===== config.mk =====
export PLATFORM = sky130hd
export DESIGN_NAME = display_scan_mux
export DESIGN_NICKNAME = d
export VERILOG_FILES = /design/src/rtl/clock_disp_pkg.sv /design/src/rtl/display_scan_mux_scan_timer.sv /design/src/rtl/display_scan_mux.sv
export SDC_FILE = /design/constraint.sdc
export NUM_CORES = 1
export LEC_CHECK = 0
export ABC_AREA = 1
export ABC_CLOCK_PERIOD_IN_PS = 3630
export BUFFER_PORTS_ARGS = -buffer_cell sky130_fd_sc_hd__buf_2
export CAP_MARGIN = 15
export CORE_MARGIN = 10
export CORE_UTILIZATION = 40
export DETAILED_ROUTE_END_ITERATION = 10
export PLACE_DENSITY_LB_ADDON = 0.3
export SYNTH_ARGS = -nofsm -noshare
export SYNTH_HDL_FRONTEND = slang
export SYNTH_HIERARCHICAL = 1
export SYNTH_SLANG_ARGS = --single-unit

===== constraint.sdc =====
create_clock -name clk -period 3.63 [get_ports clk]
set_input_delay 0.726 -clock clk [delete_from_list [all_inputs] [get_ports clk]]
set_output_delay 0.726 -clock clk [all_outputs]
set_load 0.1 [all_outputs]

===== src/rtl/clock_disp_pkg.sv =====
// Shared constants and helpers for the clock display scan path.
package clock_disp_pkg;

  localparam int unsigned BCD_W            = 4;
  localparam logic [3:0]  BLANK_CODE       = 4'hF;
  localparam int unsigned MAX_DIGITS       = 8;
  localparam int unsigned DEF_NUM_DIGITS   = 6;
  localparam int unsigned DEF_SCAN_DIV     = 50000;
  localparam int unsigned DEF_GUARD_CYCLES = 500;

  // Marks the run of zero digits from the top of an n-digit field; digit 0 is never marked.
  function automatic logic [MAX_DIGITS-1:0] lead_zero_mask(
    input logic [BCD_W*MAX_DIGITS-1:0] digits,
    input int                          n
  );
    logic [MAX_DIGITS-1:0] mask;
    logic                  run;
    mask = '0;
    run  = 1'b1;
    for (int i = MAX_DIGITS - 1; i > 0; i--) begin
      if (i < n) begin
        if (run && (digits[BCD_W*i +: BCD_W] == 4'h0)) begin
          mask[i] = 1'b1;
        end else begin
          run = 1'b0;
        end
      end
    end
    return mask;
  endfunction

endpackage


===== src/rtl/display_scan_mux_scan_timer.sv =====
// Slot divider and digit index counters for the display scan, plus frame_start.
module scan_timer
  import clock_disp_pkg::*;
#(
  parameter int unsigned NUM_DIGITS = DEF_NUM_DIGITS,
  parameter int unsigned SCAN_DIV   = DEF_SCAN_DIV
) (
  input  logic                          clk,
  input  logic                          rst,
  output logic [$clog2(NUM_DIGITS)-1:0] idx_q,
  output logic [$clog2(SCAN_DIV)-1:0]   div_cnt_d_c,
  output logic [$clog2(NUM_DIGITS)-1:0] idx_d_c,
  output logic                          snap_take_c,
  output logic                          frame_start_q
);

  localparam int unsigned CNT_W = $clog2(SCAN_DIV);
  localparam int unsigned IDX_W = $clog2(NUM_DIGITS);

  logic [CNT_W-1:0] div_cnt_q;
  logic             div_end;
  logic             idx_end;

  always_comb begin
    div_end     = (div_cnt_q == CNT_W'(SCAN_DIV - 1));
    idx_end     = (idx_q == IDX_W'(NUM_DIGITS - 1));
    div_cnt_d_c = div_end ? '0 : div_cnt_q + CNT_W'(1);
    idx_d_c     = idx_q;
    if (div_end) begin
      idx_d_c = idx_end ? '0 : idx_q + IDX_W'(1);
    end
    snap_take_c = div_end && idx_end;
  end

  always_ff @(posedge clk) begin
    if (rst) begin
      div_cnt_q     <= '0;
      idx_q         <= '0;
      frame_start_q <= 1'b0;
    end else begin
      div_cnt_q     <= div_cnt_d_c;
      idx_q         <= idx_d_c;
      frame_start_q <= (div_cnt_q == '0) && (idx_q == '0);
    end
  end

endmodule


===== src/rtl/display_scan_mux.sv =====
// Time-multiplexed digit scan ahead of the 7-segment decoder, with guard interval and frame snapshot.
// Optional LEADING_ZERO_BLANK_EN suppresses leading zero digits at snapshot time.
module display_scan_mux
  import clock_disp_pkg::*;
#(
  parameter int unsigned NUM_DIGITS   = DEF_NUM_DIGITS,
  parameter int unsigned SCAN_DIV     = DEF_SCAN_DIV,
  parameter int unsigned GUARD_CYCLES = DEF_GUARD_CYCLES
) (
  input  logic                          clk,
  input  logic                          rst,
  input  logic [BCD_W*NUM_DIGITS-1:0]   digits_in,
  input  logic [NUM_DIGITS-1:0]         dp_mask,
  input  logic [NUM_DIGITS-1:0]         blank_mask,
  input  logic                          disp_en,
  output logic [BCD_W-1:0]              digit_q,
  output logic [NUM_DIGITS-1:0]         an_n,
  output logic                          dp_n,
  output logic [$clog2(NUM_DIGITS)-1:0] digit_idx,
  output logic                          frame_start
);

  localparam int unsigned CNT_W = $clog2(SCAN_DIV);
  localparam int unsigned IDX_W = $clog2(NUM_DIGITS);
  localparam int unsigned DIG_W = BCD_W * NUM_DIGITS;

  logic [CNT_W-1:0]      div_cnt_d;
  logic [IDX_W-1:0]      idx_d;
  logic [IDX_W-1:0]      idx_q;
  logic                  snap_take;
  logic                  frame_start_q;
  logic                  in_guard;

  logic [DIG_W-1:0]      snap_q, snap_d;
  logic [NUM_DIGITS-1:0] dp_snap_q, dp_snap_d;
  logic [NUM_DIGITS-1:0] blank_snap_q, blank_snap_d;
  logic [NUM_DIGITS-1:0] lz_mask;

  logic [BCD_W-1:0]      cur_code;
  logic                  dark;
  logic [BCD_W-1:0]      digit_q_q, digit_q_d;
  logic [NUM_DIGITS-1:0] an_n_q, an_n_d;
  logic                  dp_n_q, dp_n_d;

  scan_timer #(
    .NUM_DIGITS (NUM_DIGITS),
    .SCAN_DIV   (SCAN_DIV)
  ) u_scan_timer (
    .clk           (clk),
    .rst           (rst),
    .idx_q         (idx_q),
    .div_cnt_d_c   (div_cnt_d),
    .idx_d_c       (idx_d),
    .snap_take_c   (snap_take),
    .frame_start_q (frame_start_q)
  );

  if (GUARD_CYCLES == 0) begin : g_no_guard
    assign in_guard = 1'b0;
  end else begin : g_guard
    assign in_guard = (div_cnt_d < CNT_W'(GUARD_CYCLES));
  end

`ifdef LEADING_ZERO_BLANK_EN
  localparam int unsigned PAD_W = BCD_W * MAX_DIGITS;
  assign lz_mask = NUM_DIGITS'(lead_zero_mask(PAD_W'(digits_in), int'(NUM_DIGITS)));
`else
  assign lz_mask = '0;
`endif

  // Frame snapshot, refreshed on the edge that wraps into slot 0.
  always_comb begin
    snap_d       = snap_q;
    dp_snap_d    = dp_snap_q;
    blank_snap_d = blank_snap_q;
    if (snap_take) begin
      snap_d       = digits_in;
      dp_snap_d    = dp_mask;
      blank_snap_d = blank_mask | lz_mask;
    end
  end

  // Outputs follow the post-edge slot; a captured BLANK_CODE also keeps the anode dark.
  always_comb begin
    cur_code  = snap_d[BCD_W*idx_d +: BCD_W];
    dark      = blank_snap_d[idx_d] || (cur_code == BLANK_CODE);
    digit_q_d = blank_snap_d[idx_d] ? BLANK_CODE : cur_code;
    an_n_d    = '1;
    dp_n_d    = 1'b1;
    if (!in_guard && disp_en && !dark) begin
      an_n_d = ~(NUM_DIGITS'(1) << idx_d);
      dp_n_d = ~dp_snap_d[idx_d];
    end
  end

  always_ff @(posedge clk) begin
    if (rst) begin
      snap_q       <= {NUM_DIGITS{BLANK_CODE}};
      dp_snap_q    <= '0;
      blank_snap_q <= '0;
      digit_q_q    <= BLANK_CODE;
      an_n_q       <= '1;
      dp_n_q       <= 1'b1;
    end else begin
      snap_q       <= snap_d;
      dp_snap_q    <= dp_snap_d;
      blank_snap_q <= blank_snap_d;
      digit_q_q    <= digit_q_d;
      an_n_q       <= an_n_d;
      dp_n_q       <= dp_n_d;
    end
  end

  assign digit_q     = digit_q_q;
  assign an_n        = an_n_q;
  assign dp_n        = dp_n_q;
  assign digit_idx   = idx_q;
  assign frame_start = frame_start_q;

endmodule

# [Yosys cells after proc, flatten, opt, wreduce, memory -nomap -nowiden]
# Index checks and enable logic that the tools add are counted.
[classes] n_addsub=2 n_lt_le_gt_ge=2 eq_ne=3 n_shift=2 muxes=10 bitwise=3 reduce_logical=11
[op_table] operator="24-bit two-way mux" n=1
[op_table] operator="24-bit by 6-bit indexed part select with 4-bit output" n=1
[op_table] operator="16-bit by 1-bit adder with 16-bit output (second input constant)" n=1
[op_table] operator="16-bit equality test (second input constant)" n=1
[op_table] operator="16-bit logical NOT" n=1
[op_table] operator="16-bit by 9-bit < comparator with 1-bit output (second input constant)" n=1
[op_table] operator="16-bit two-way mux" n=1
[op_table] operator="6-bit two-way mux" n=2
[op_table] operator="1-bit binary-select mux with 3-bit select" n=2
[op_table] operator="3-bit two-way mux" n=2
[op_table] operator="6-bit NOT" n=1
[op_table] operator="1-bit by 3-bit left shift with 6-bit output (first input constant)" n=1
[op_table] operator="4-bit equality test (second input constant)" n=1
[op_table] operator="1-bit logical AND" n=4
[op_table] operator="3-bit by 4-bit < comparator with 1-bit output (second input constant)" n=1
[op_table] operator="2-bit OR reduction" n=2
[op_table] operator="3-bit by 1-bit adder with 3-bit output (second input constant)" n=1
[op_table] operator="3-bit equality test (second input constant)" n=1
[op_table] operator="3-bit logical NOT" n=1
[op_table] operator="1-bit logical NOT" n=2
[op_table] operator="1-bit two-way mux" n=2
[op_table] operator="1-bit NOT" n=2
[op_table] operator="1-bit logical OR" n=1
[totals] register_bits=67 in_bits=39 output_inout_bits=15 elab_cells=42

# [Logic depth before layout (Yosys ltp)]
# Gate-level depths: netlist of run 1.
[depth] word_depth=10 ltp_mapped=18 ltp_nobuf=18

# [Cells and area by module]
# Netlist of run 1, hierarchy kept.
[modules_own_cells] mod="display_scan_mux" n_inst=1 cells_each=292 area_per_inst_um2=2038.2 seq_area_each_um2=940.9
[modules_own_cells] mod="scan_timer" n_inst=1 cells_each=194 area_per_inst_um2=1182.4 seq_area_each_um2=400.4

# [Worst setup path after synthesis of run 1]
# OpenSTA, ideal clock, no wires.
[synth_timing] path_type="reg2reg" start="register u_scan_timer.idx_q[2]" end="register an_n_q[5], in the netlist an_n[5]" setup_ns=0.128 arrival_ns=2.510 t_required_ns=3.502 path_slack_ns=0.992 path_stages_with_launch=12 n_path_buf=1 period_less_slack_ns=2.638 path_cell_list="dfxtp_1 inv_1 nor3_1 inv_2 buf_2 or2_1 o211ai_1 o21ai_1 nor2_1 nand2_1 nor2_4 nand3_1"
[synth_between] elab_chain_len=10 word_cells_on_any_way=18 cone_classes="add/sub: 1; eq/ne: 2; shift: 2; mux: 6; bitwise: 2; reduce/logical: 5"
[synth_lines] item="from (decl)" line_no="display_scan_mux_scan_timer.sv:10" source="output logic [$clog2(NUM_DIGITS)-1:0] idx_q,"
[synth_lines] item="from (signal assigned)" line_no="display_scan_mux_scan_timer.sv:42" source="idx_q <= idx_d_c;"
[synth_lines] item="3-bit equality test *" line_no="display_scan_mux_scan_timer.sv:26" source="idx_end = (idx_q == IDX_W'(NUM_DIGITS - 1));"
[synth_lines] item="1-bit logical AND *" line_no="display_scan_mux_scan_timer.sv:32" source="snap_take_c = div_end && idx_end;"
[synth_lines] item="via snap_take" line_no="display_scan_mux.sv:30" source="logic snap_take;"
[synth_lines] item="24-bit two-way mux / 6-bit two-way mux (equally long branches)" line_no="display_scan_mux.sv:76" source="if (snap_take) begin"
[synth_lines] item="24-bit by 6-bit indexed part select with 4-bit output / 1-bit binary-select mux with 3-bit select (equally long branches)" line_no="display_scan_mux.sv:85, display_scan_mux.sv:86"
[synth_lines] item="4-bit equality test / 1-bit two-way mux (equally long branches)" line_no="display_scan_mux.sv:86" source="dark = blank_snap_d[idx_d] || (cur_code == BLANK_CODE);"
[synth_lines] item="1-bit logical OR *" line_no="display_scan_mux.sv:86"
[synth_lines] item="1-bit logical NOT *" line_no="display_scan_mux.sv:90" source="if (!in_guard && disp_en && !dark) begin"
[synth_lines] item="1-bit logical AND *" line_no="display_scan_mux.sv:90"
[synth_lines] item="1-bit NOT (no source line) *"
[synth_lines] item="2-bit OR reduction (no source line) *"
[synth_lines] item="to (signal assigned)" line_no="display_scan_mux.sv:109" source="an_n_q <= an_n_d;"
[synth_lines] item="to (decl)" line_no="display_scan_mux.sv:42" source="logic [NUM_DIGITS-1:0] an_n_q, an_n_d;"
# The timed path passes the listed nets; every way through them passes the cells marked *. The select of a mux whose other input is x is not followed.
# A chain may end at the register's enable or synchronous reset.

# [Worst setup path in the final report of run 1]
[layout_timing] start="register u_scan_timer.div_cnt_q[1]" end="register an_n_q[5], in the netlist an_n[5]"
[layout_between] elab_chain_len=10 word_cells_on_any_way=21 cone_classes="add/sub: 1; order compare: 1; eq/ne: 2; shift: 2; mux: 6; bitwise: 2; reduce/logical: 7"
[layout_lines] item="from (decl)" line_no="display_scan_mux_scan_timer.sv:20" source="logic [CNT_W-1:0] div_cnt_q;"
[layout_lines] item="from (signal assigned)" line_no="display_scan_mux_scan_timer.sv:41" source="div_cnt_q <= div_cnt_d_c;"
[layout_lines] item="16-bit equality test *" line_no="display_scan_mux_scan_timer.sv:25" source="div_end = (div_cnt_q == CNT_W'(SCAN_DIV - 1));"
[layout_lines] item="1-bit logical AND *" line_no="display_scan_mux_scan_timer.sv:32"
[layout_lines] item="via snap_take" line_no="display_scan_mux.sv:30"
[layout_lines] item="24-bit two-way mux / 6-bit two-way mux (equally long branches)" line_no="display_scan_mux.sv:76"
[layout_lines] item="24-bit by 6-bit indexed part select with 4-bit output / 1-bit binary-select mux with 3-bit select (equally long branches)" line_no="display_scan_mux.sv:85, display_scan_mux.sv:86"
[layout_lines] item="4-bit equality test / 1-bit two-way mux (equally long branches)" line_no="display_scan_mux.sv:86"
[layout_lines] item="1-bit logical OR *" line_no="display_scan_mux.sv:86"
[layout_lines] item="1-bit logical NOT *" line_no="display_scan_mux.sv:90"
[layout_lines] item="1-bit logical AND *" line_no="display_scan_mux.sv:90"
[layout_lines] item="1-bit NOT (no source line) *"
[layout_lines] item="2-bit OR reduction (no source line) *"
# Marked as above.

==> results of run 1 <==
[metal layers]
layer	part of all wire [%]	vias up	track usage, %
li1	-	1633	-
met1	47	1445	19.8
met2	44	68	20.3
met3	7.4	10	3.74
met4	1.4	0	5.30
met5	0	-	0
[final timing paths]
kind                             start    endpoint  slack, ns  depth (start not counted)
min reg2reg                 snap_q[22]  snap_q[22]       0.46                          2
min                         snap_q[22]  snap_q[22]       0.46                          2
max          u_scan_timer/div_cnt_q[1]     an_n[5]       0.87                         15
max reg2reg  u_scan_timer/div_cnt_q[1]     an_n[5]       0.87                         15
[stage by stage]
stage / utilization [%] / power, mW / cells
finish: 48.5 / 1.44 / 646
global route: 48.5 / 1.49 / 646
CTS: 48.5 / 1.46 / 646
detailed placement: 46.0 / 0.831 / 630
global placement: 46.0 / 0.830 / 630
floorplan: - / 0.799 / 484
[registers in the layout, summed over array words and instances, names as in the netlist, 3 cells and up]
register and count:
digit_q 4, u_scan_timer/div_cnt_q 16, blank_snap_q 6, snap_q 24, an_n 6, dp_snap_q 6
u_scan_timer/idx_q 3
[area by class of cell]
class                           count  area (um^2)  share of cell area [%]
Inverter                           58          218                    5.78
Clock inverter                      7         73.8                    1.96
Multi-Input combinational cell    347         1600                    42.4
Timing Repair Buffer               56          288                    7.64
Tap cell                          102          128                    3.39
Clock buffer                        9          124                    3.29
Sequential cell                    67         1340                    35.6
[layout by cell type, fill, tap and decap left out, drive strengths merged, types with 2 or more instances in the layout]
| cell | count |
|---|---|
| a21oi | 4 |
| a22oi | 4 |
| buf | 56 |
| clkbuf | 9 |
| clkinv | 4 |
| dfxtp | 67 |
| ha | 2 |
| inv | 59 |
| mux2i | 5 |
| nand2 | 169 |
| nand3 | 58 |
| nand4 | 2 |
| nor2 | 59 |
| nor3 | 11 |
| nor4 | 3 |
| o211ai | 3 |
| o21ai | 16 |
| o21bai | 2 |
| or2 | 3 |
| xor2 | 3 |
[critical path, delay by kind of cell (launching register included)]
family	cells	cell delay [ns]
AO/OA/AOI/OAI	1	0.18
adder cells (fa/ha/maj)	1	0.25
buffers and inverters	2	0.47
flip-flops	1	0.39
AND/OR/NAND/NOR	11	1.35
[where the power goes]
group | switching (mW) | internal (mW) | leakage (nW)
logic | 0.0436 | 0.0255 | 1.20
registers | 0.00441 | 0.740 | 0.542
clock network | 0.307 | 0.320 | 0.100
==> summary.md, run 1 <==
| Metric | Value |
|---|---|
| Outcome | `complete, no violations` |
| Setup CP Type | `reg2reg` |
| Post-synthesis cell area | `3210 um^2` |
| Required @ worst endpoint | `3.85 ns` |
| Max-cap violations | `0` |
| Clk buf depth | `2` |
| Max_slew headroom | `65.9%` |
| Height of the die | `110 um` |
| Hold_ws | `0.456 ns` |
| Power per cell area | `382 nW/um^2` |
| Initial Util | `41.4%` |
| Worst-Margin Slew | `0.510 ns` |
| Syn Area/Cell | `6.64 um^2` |
| Placer Congestion | `0.849` |
| Pre-CTS WS | `0.901 ns` |
| Port Buffers | `53` |
| Setup TNS | `0 ns` |
| CTS Buf Count | `9` |
| Die width | `110 um` |
| Final setup violation count | `0` |
| Worst setup SP type | `flop` |
| Via count | `3156` |
| Critical Path Most Common Cell | `nand2_1` |
| DR pass1 iterations | `4` |
| Ys Warns | `6` |
| DP HPWL | `6170 um` |
| Initial DRC count | `136` |
| Slew Viols, Final | `0` |
| Vias per cell | `4.89` |
| Worst skew pair latency | `0.35 ns` |
| Rows | `32` |
| LEAKAGE | `1.84 nW` |
| Die area | `12000 um^2` |
| Routed Wire Length | `8220 um` |
| Period Utilization, post-route | `76.0%` |
| Final Hold Fails | `0` |
| Global-route wire length before repair | `13800 um` |
| Fmax | `362 MHz` |
| Hold Buf Count CTS | `0` |
| Post-route cell area | `3770 um^2` |
| Area growth, synth to finish | `17.3%` |
| Final Worst Setup Slack | `0.871 ns` |
| GRT Total Usage | `14.2%` |
| Vias in the first global route | `2927` |
| TritonCTS clock tree | `built` |
| Slowest-stage cell, CP | `buf_4` |
| Largest net degree at the start of global routing | `40` |
| Wirelength per Cell | `12.7 um` |
| Worst setup EP type | `flop` |
| Clock Tree Root | `clkbuf_8` |
| Final min period | `2.76 ns` |
| Post-cts gate resize count | `0` |
| Nets | `580` |
| Share of cells above drive strength 1 | `15.8%` |
| Final setup skew | `0.0101 ns` |
| Crit path max fanout | `39` |
| # fillers | `847` |
| Cells along the critical path | `ha_1 > nand3_4 > nor2_1 > nand3_1 > nor3_2 > buf_4 > nand2_1 > nand3_1 > nand2_1 > o21ai_1 > nand2_1 > nand2_1 > inv_2 > nand2_2 > nand3_1` |
| Syn Nets | `525` |
| Hold Crit Class | `reg2reg` |
| Routed Antenna Nets | `0` |
| Initial antenna violation count | `0` |
| Cell count after synthesis | `484` |
| VDD IR max | `204 uV` |
| Worst-path clk slew | `0.08 ns` |
| DR DRC count | `0` |
| Postcts setup bufs | `0` |
| GRT overflow | `0` |
| CP max stage delay | `0.43 ns` |
| Clk sinks | `67` |
| I/O pin count | `54` |
| Ant. Diodes | `0` |
| Placed Area | `3570 um^2` |
| RSZ-0062 raised after global routing | `no` |
| H-tree depth | `3` |
| Crit path arrival time | `2.98 ns` |
| Core ar. | `7770 um^2` |
Note: power is estimated with default switching activity, not from simulation.
==> run 2, diff against run 1 <==
Settings changed: ABC_CLOCK_PERIOD_IN_PS 3630 to 2550.
Clock period 3.63 ns to 2.55 ns, I/O delays scaled along.
==> run 2 against run 1 <==
Against the previous run:
- sequential power increased by 42%
- design area is 15% higher
- non-clock buffer count up 30
- clock skew up 0.00053 ns
- register-to-register slack lost 0.74 ns
- critical path type unchanged
- highest routed layer unchanged
==> summary.md, run 2 (synthesis gave the netlist of run 1 again) <==
| Metric | Value |
|---|---|
| Pint | `1.84 mW (+70%)` |
| Ant. Diodes | `0 (unchanged)` |
| # fillers | `742 (-12%)` |
| Slew Viols, Final | `0 (unchanged)` |
| Final Total Pwr | `2.35 mW (+63%)` |
| Max reg flops | `24 (unchanged)` |
| Net switching power figure | `503 uW (+42%)` |
| Placer Congestion | `0.919 (+8.3%)` |
| Routed Wire Length | `9270 um (+13%)` |
| DR pass1 iterations | `5 (+1)` |
| Outcome | `complete, no violations` |
| Nets | `611 (+5.3%)` |
| Worst setup SP type | `flop` |
| DR DRC count | `0 (unchanged)` |
| Core ar. | `7770 um^2 (unchanged)` |
| DP HPWL | `6520 um (+5.7%)` |
| Clock Tree Root | `clkbuf_8` |
| Final Worst Setup Slack | `0.134 ns (-0.737 ns)` |
| Worst skew pair latency | `0.35 ns (about the same)` |
| Die width | `110 um (unchanged)` |
| TritonCTS clock tree | `built` |
| I/O pin count | `54 (unchanged)` |
| Clk buf depth | `2 (unchanged)` |
| Worst setup EP type | `flop` |
| Worst-Margin Slew | `0.536 ns (+0.0256 ns)` |
| GRT Total Usage | `14.6% (+0.47 points)` |
| Routed Antenna Nets | `0 (unchanged)` |
| Fmax | `414 MHz (+14%)` |
| Slowest-stage cell, CP | `dfxtp_2` |
| Power per cell area | `544 nW/um^2 (+42%)` |
| Sequential fraction of design power | `45.1% (-6.6 points)` |
| Worst-path clk slew | `0.08 ns (about the same)` |
| GRT overflow | `0 (unchanged)` |
| Initial DRC count | `298 (+120%)` |
| H-tree depth | `3 (unchanged)` |
| Registers with the most flip-flops | `snap_q: 24 flops, u_scan_timer/div_cnt_q: 16 flops` |
| Commonest cells after routing, fill and taps aside | `nand2_1 (162), buf_2 (53), inv_1 (52), dfxtp_1 (51), nor2_1 (49)` |
| Vias per cell | `4.95 (+1.4%)` |
| Hold Crit Class | `in2reg` |
| CTS Buf Count | `9 (unchanged)` |
| Final Hold Fails | `0 (unchanged)` |
| Vias in the first global route | `3052 (+4.3%)` |
| Post-route cell area | `4320 um^2 (+15%)` |
| Wirelength per Cell | `13.7 um (+7.7%)` |
| CP max stage delay | `0.35 ns (-0.08 ns)` |
| Via count | `3349 (+6.1%)` |
| Share of cells above drive strength 1 | `27.2% (+11 points)` |
| Clock power share | `50.1% (+6.6 points)` |
| Final min period | `2.42 ns (-0.343 ns)` |
| Required @ worst endpoint | `2.78 ns (-1.07 ns)` |
| Critical Path Most Common Cell | `nor2_4` |
| Crit path arrival time | `2.65 ns (-0.33 ns)` |
| Final setup skew | `0.0107 ns (+0.000535 ns)` |
| Port Buffers | `53 (unchanged)` |
| Max-cap violations | `0 (unchanged)` |
| Clk sinks | `67 (unchanged)` |
| Rows | `32 (unchanged)` |
| Commonest non-fill, non-tap cell in the layout | `nand2_1` |
| Cells along the critical path | `ha_4 > nand3_4 > nor2_4 > nand3_2 > nor3_4 > buf_12 > clkinv_4 > or2_1 > o211ai_1 > o21ai_1 > nor2_1 > nand2_2 > nor2_4 > nand3_1` |
| Period Utilization, post-route | `94.8% (+19 points)` |
| Global-route wire length before repair | `14100 um (+2.5%)` |
| Hold Buf Count CTS | `0 (unchanged)` |
| Placed Area | `3730 um^2 (+4.4%)` |
| Height of the die | `110 um (unchanged)` |
| Max_slew headroom | `64.1% (-1.7 points)` |
| VDD IR max | `365 uV (+79%)` |
| Placed cells | `649 (+3.0%)` |
| Largest net degree at the start of global routing | `34 (-15%)` |
| Setup CP Type | `reg2reg` |
| Combinational Power Share | `4.7% (about the same)` |
| Pre-CTS WS | `0.104 ns (-0.797 ns)` |
| Area growth, synth to finish | `34.3%` |
| Most flops, register | `snap_q` |
| Initial Util | `41.4% (unchanged)` |
| Fin cells | `676 (+4.6%)` |
| LEAKAGE | `2.08 nW (+13%)` |
| Initial antenna violation count | `0 (unchanged)` |
| Crit path max fanout | `7 (-82%)` |
| Final setup violation count | `0 (unchanged)` |
| Die area | `12000 um^2 (unchanged)` |
| Setup TNS | `0 ns (unchanged)` |
| Switching share of power | `21.4% (-3.2 points)` |
## run 2: cell count changes in the layout (fill, tap and decap cells not counted), moves of 2 or more
cell,previous run,this run
buf_4,3,26
dfxtp_1,67,51
dfxtp_2,0,16
nand3_1,56,48
nand3_2,1,9
nor2_1,55,49
nor2_4,1,7
nand2_1,167,162
nand2_2,2,6
buf_12,0,3
bufinv_16,1,4
clkbuf_16,0,3
o21ai_1,10,8
o21ai_2,0,2
## run 2: area by class of cell
class | count | area (um^2) | share of cell area (%)
clock buffer | 9 | 124 | 2.87
clock inverter | 6 | 138 | 3.19
inverter | 58 | 223 | 5.16
multi-input combinational | 347 | 1730 | 40.1
sequential | 67 | 1360 | 31.5
tap | 102 | 128 | 2.96
timing repair buffer | 86 | 607 | 14.1
timing repair inverter | 1 | 5.00 | 0.116
## run 2: final timing paths
kind / startpoint / to / slack (ns) / cells past startpoint
setup / recovery: u_scan_timer/div_cnt_q[1] / dp_n / 0.13 / 14
hold / removal: digits_in[19] / snap_q[19] / 0.39 / 3
setup reg to reg: u_scan_timer/div_cnt_q[1] / dp_n / 0.13 / 14
hold reg to reg: snap_q[14] / snap_q[14] / 0.46 / 2
## run 2: critical path: cells and delay by family (launching register included)
family          cells  cell delay, ns
flops               1            0.35
simple gates        9            1.36
fa+ha+maj           1            0.16
buf+inv             2            0.23
compound gates      2            0.19
## run 2: what timing repair did
item                                    4_1_cts  5_1_grt
endpoints found under the setup margin        0       11
setup buffers                                 0        7
hold endpoints to repair                      0        0
resized for setup                             0       52
## run 2: routing by layer
metal	GRT usage (%)	vias up	part of all wire, %
li1	-	1700	-
met1	18.8	1543	45
met2	23.1	94	47
met3	4.45	12	6.6
met4	4.37	0	1.3
met5	0	-	0
## run 2: power groups by stage
stage               Sequential [mW]  Clock [mW]  Combinational, mW
global route                   1.06        1.25              0.123
floorplan                      1.10           0             0.0364
finish                         1.06        1.18              0.111
CTS                            1.06        1.19              0.107
global placement               1.08           0              0.107
detailed placement             1.08           0              0.107
## run 2: per-stage QoR
step           hold slack, ns  utilization [%]
5_1_grt                 0.389             55.6
3_3_place_gp            0.433             48.0
4_1_cts                 0.380             51.4
3_5_place_dp            0.442             48.0
6_report                0.391             55.6
2_1_floorplan           0.424                -
==> run 3, diff against run 2 <==
Settings changed: CORE_ASPECT_RATIO set to 1.75.
==> run 3 against run 2 <==
Against the previous run:
- register-to-register slack got worse by 0.06 ns
- routed wire length decreased by 1.1%
- total power increased by 8.0%
- design area decreased by 2.0%
- sequential share of layout area increased by 0.58 points
- final cell count decreased by 1.9%
- global-route usage increased by 0.30 points
- die area increased by 1.2%
- sequential power about the same
- combinational power about the same
- clock skew decreased by 0.0032 ns
- highest routed layer unchanged
==> summary.md, run 3 (synthesis gave the netlist of run 1 again) <==
| Metric | Value |
|---|---|
| Routed Wire Length | `9170 um (-1.1%)` |
| Outcome | `complete, no violations` |
| Final min period | `2.47 ns (+0.0554 ns)` |
| Crit path arrival time | `2.68 ns (+0.03 ns)` |
| Die area | `12200 um^2 (+1.2%)` |
| Clk buf depth | `2 (unchanged)` |
| Fin cells | `663 (-1.9%)` |
| Cells along the critical path | `ha_4 > nand3_4 > nor2_4 > nand3_2 > nor3_4 > clkinv_4 > or2_1 > o211ai_1 > o21ai_1 > nor2_1 > nand2_2 > nor2_4 > nand3_1` |
| RSZ-0062 raised after global routing | `yes` |
| LEAKAGE | `2.06 nW (-0.97%)` |
| Post-route cell area | `4230 um^2 (-2.0%)` |
| Worst setup SP type | `flop` |
| GRT Total Usage | `14.9% (+0.30 points)` |
| Die width | `87.8 um (-20%)` |
| Clock Tree Root | `clkbuf_16` |
| Slew Viols, Final | `0 (unchanged)` |
| DR DRC count | `0 (unchanged)` |
| Util after Layout | `53.5% (-2.1 points)` |
| Max_slew headroom | `67.4% (+3.2 points)` |
| Most flops, register | `snap_q` |
| CTS Buf Count | `9 (unchanged)` |
| Initial DRC count | `133 (-55%)` |
| Final Hold Fails | `0 (unchanged)` |
| Required @ worst endpoint | `2.76 ns (-0.02 ns)` |
| Pre-CTS WS | `-0.0265 ns (-0.131 ns)` |
| CP Buf/Inv Count | `1 (-1)` |
| Slowest-stage cell, CP | `nor3_4` |
| Max-cap violations | `0 (unchanged)` |
| DP HPWL | `6850 um (+5.1%)` |
| Max reg flops | `24 (unchanged)` |
| Global-route wire length before repair | `14400 um (+1.7%)` |
| Period Utilization, post-route | `96.9% (+2.2 points)` |
| Worst skew pair latency | `0.34 ns (about the same)` |
| Initial Util | `40.6% (-0.74 points)` |
| GRT overflow | `0 (unchanged)` |
| Hold_ws | `0.405 ns (+0.0142 ns)` |
| Hold Buf Count CTS | `0 (unchanged)` |
| Share of cells above drive strength 1 | `25.0% (-2.2 points)` |
| Critical Path Most Common Cell | `nor2_4` |
| Hold Crit Class | `in2reg` |
| Clk sinks | `67 (unchanged)` |
| FF-to-FF setup slack | `0.08 ns (-0.06 ns)` |
| Worst-path clk slew | `0.05 ns (-0.03 ns)` |
| CP max stage delay | `0.39 ns (+0.04 ns)` |
| H-tree depth | `3 (unchanged)` |
| Placer Congestion | `0.876 (-4.7%)` |
| Final setup skew | `0.00751 ns (-0.00316 ns)` |
| Commonest cells after routing, fill and taps aside | `nand2_1 (163), nand3_1 (55), dfxtp_1 (55), buf_2 (53), inv_1 (52)` |
| Power per cell area | `600 nW/um^2 (+10%)` |
| Area growth, synth to finish | `31.6%` |
| Vias in the first global route | `3228 (+5.8%)` |
| Registers with the most flip-flops | `snap_q: 24 flops, u_scan_timer/div_cnt_q: 16 flops` |
| Vias per cell | `4.91 (-0.90%)` |
| I/O pin count | `54 (unchanged)` |
| VDD IR max | `361 uV (-1.0%)` |
| Fmax | `405 MHz (-2.2%)` |
| Routed Antenna Nets | `0 (unchanged)` |
| Height of the die | `139 um (+26%)` |
| Worst setup EP type | `flop` |
| Rows | `43 (+34%)` |
| Crit path max fanout | `8 (+1)` |
| Reg-to-reg critical path startpoint | `u_scan_timer/div_cnt_q[0]` |
| Commonest non-fill, non-tap cell in the layout | `nand2_1` |
| Via count | `3255 (-2.8%)` |
| Core ar. | `7910 um^2 (+1.8%)` |
| Placed Area | `3730 um^2 (unchanged)` |
| Final setup violation count | `0 (unchanged)` |
| Initial antenna violation count | `0 (unchanged)` |
| DR pass1 iterations | `4 (-1)` |
| Hold_sp | `digits_in[20]` |
| Final Worst Setup Slack | `0.0782 ns (-0.0554 ns)` |
| TritonCTS clock tree | `built` |
| Wirelength per Cell | `13.8 um (+0.82%)` |
| Ant. Diodes | `0 (unchanged)` |
| Setup CP Type | `reg2reg` |
| Crit-path leading delay family | `simple AND/OR/NAND/NOR gates` |
| Largest net degree at the start of global routing | `34 (unchanged)` |
| CP Launch Point | `u_scan_timer/div_cnt_q[0]` |
| Port Buffers | `53 (unchanged)` |
| Placed cells | `639 (-1.5%)` |
| Nets | `609 (-0.33%)` |
| Worst-Margin Slew | `0.493 ns (-0.0427 ns)` |
[run 3: cell types whose count changed in the layout (fill, tap and decap cells not counted), sizes merged]
| cell | previous run | this run |
|---|---|---|
| bufinv | 4 | 2 |
| clkbuf | 12 | 11 |
| clkinvlp | 0 | 1 |
| inv | 57 | 58 |
[run 3: layout make-up]
type | instances | area, um^2
clock buffers | 11 | 253
clock inverters | 5 | 85.1
fillers | 789 | 3680
inverters | 58 | 223
multi-input cells | 347 | 1670
flip-flops and latches | 67 | 1360
well taps | 90 | 113
repair buffers | 83 | 518
repair inverters | 2 | 12.5
[run 3: per-stage QoR]
step / setup TNS [ns] / total power, mW
2_1_floorplan: 0 / 1.14
3_3_place_gp: 0 / 1.19
3_5_place_dp: -0.0774 / 1.19
4_1_cts: 0 / 2.56
5_1_grt: -0.568 / 2.62
6_report: 0 / 2.54
[run 3: per-layer routing]
metal  up-vias  global-route usage [%]  share of wire (%)  routed length, um
met5         -                       0                  0                  0
met4         0                    8.01                3.8                348
met3        25                    4.29                5.8                535
met2        70                    27.7                 55               5090
met1      1466                    13.7                 35               3190
li1       1694                       -                  -                  -
[run 3: worst paths after layout]
path | endpoint | cells past startpoint
hold / removal | snap_q[20] | 3
hold reg to reg | snap_q[20] | 2
setup reg to reg | an_n[2] | 13
setup / recovery | an_n[2] | 13
[run 3: worst min-delay path: stages]
cell and delay, ns:
buf_2 0.07, nand2_1 0.05, nand3_1 0.07
[run 3: what timing repair did]
item | in CTS | in global routing
gates resized for setup | 2 | 38
buffers inserted | 0 | 6
pin swaps | 0 | 7
hold endpoints to repair | 0 | 0
gates cloned | 0 | 2
endpoints found under the setup margin | 7 | 11
[run 3: report_power, final]
group,switching [mW],internal [mW],leakage (nW)
Sequential,0.00483,1.05,0.548
Combinational,0.0666,0.0419,1.35
Clock,0.456,0.911,0.162
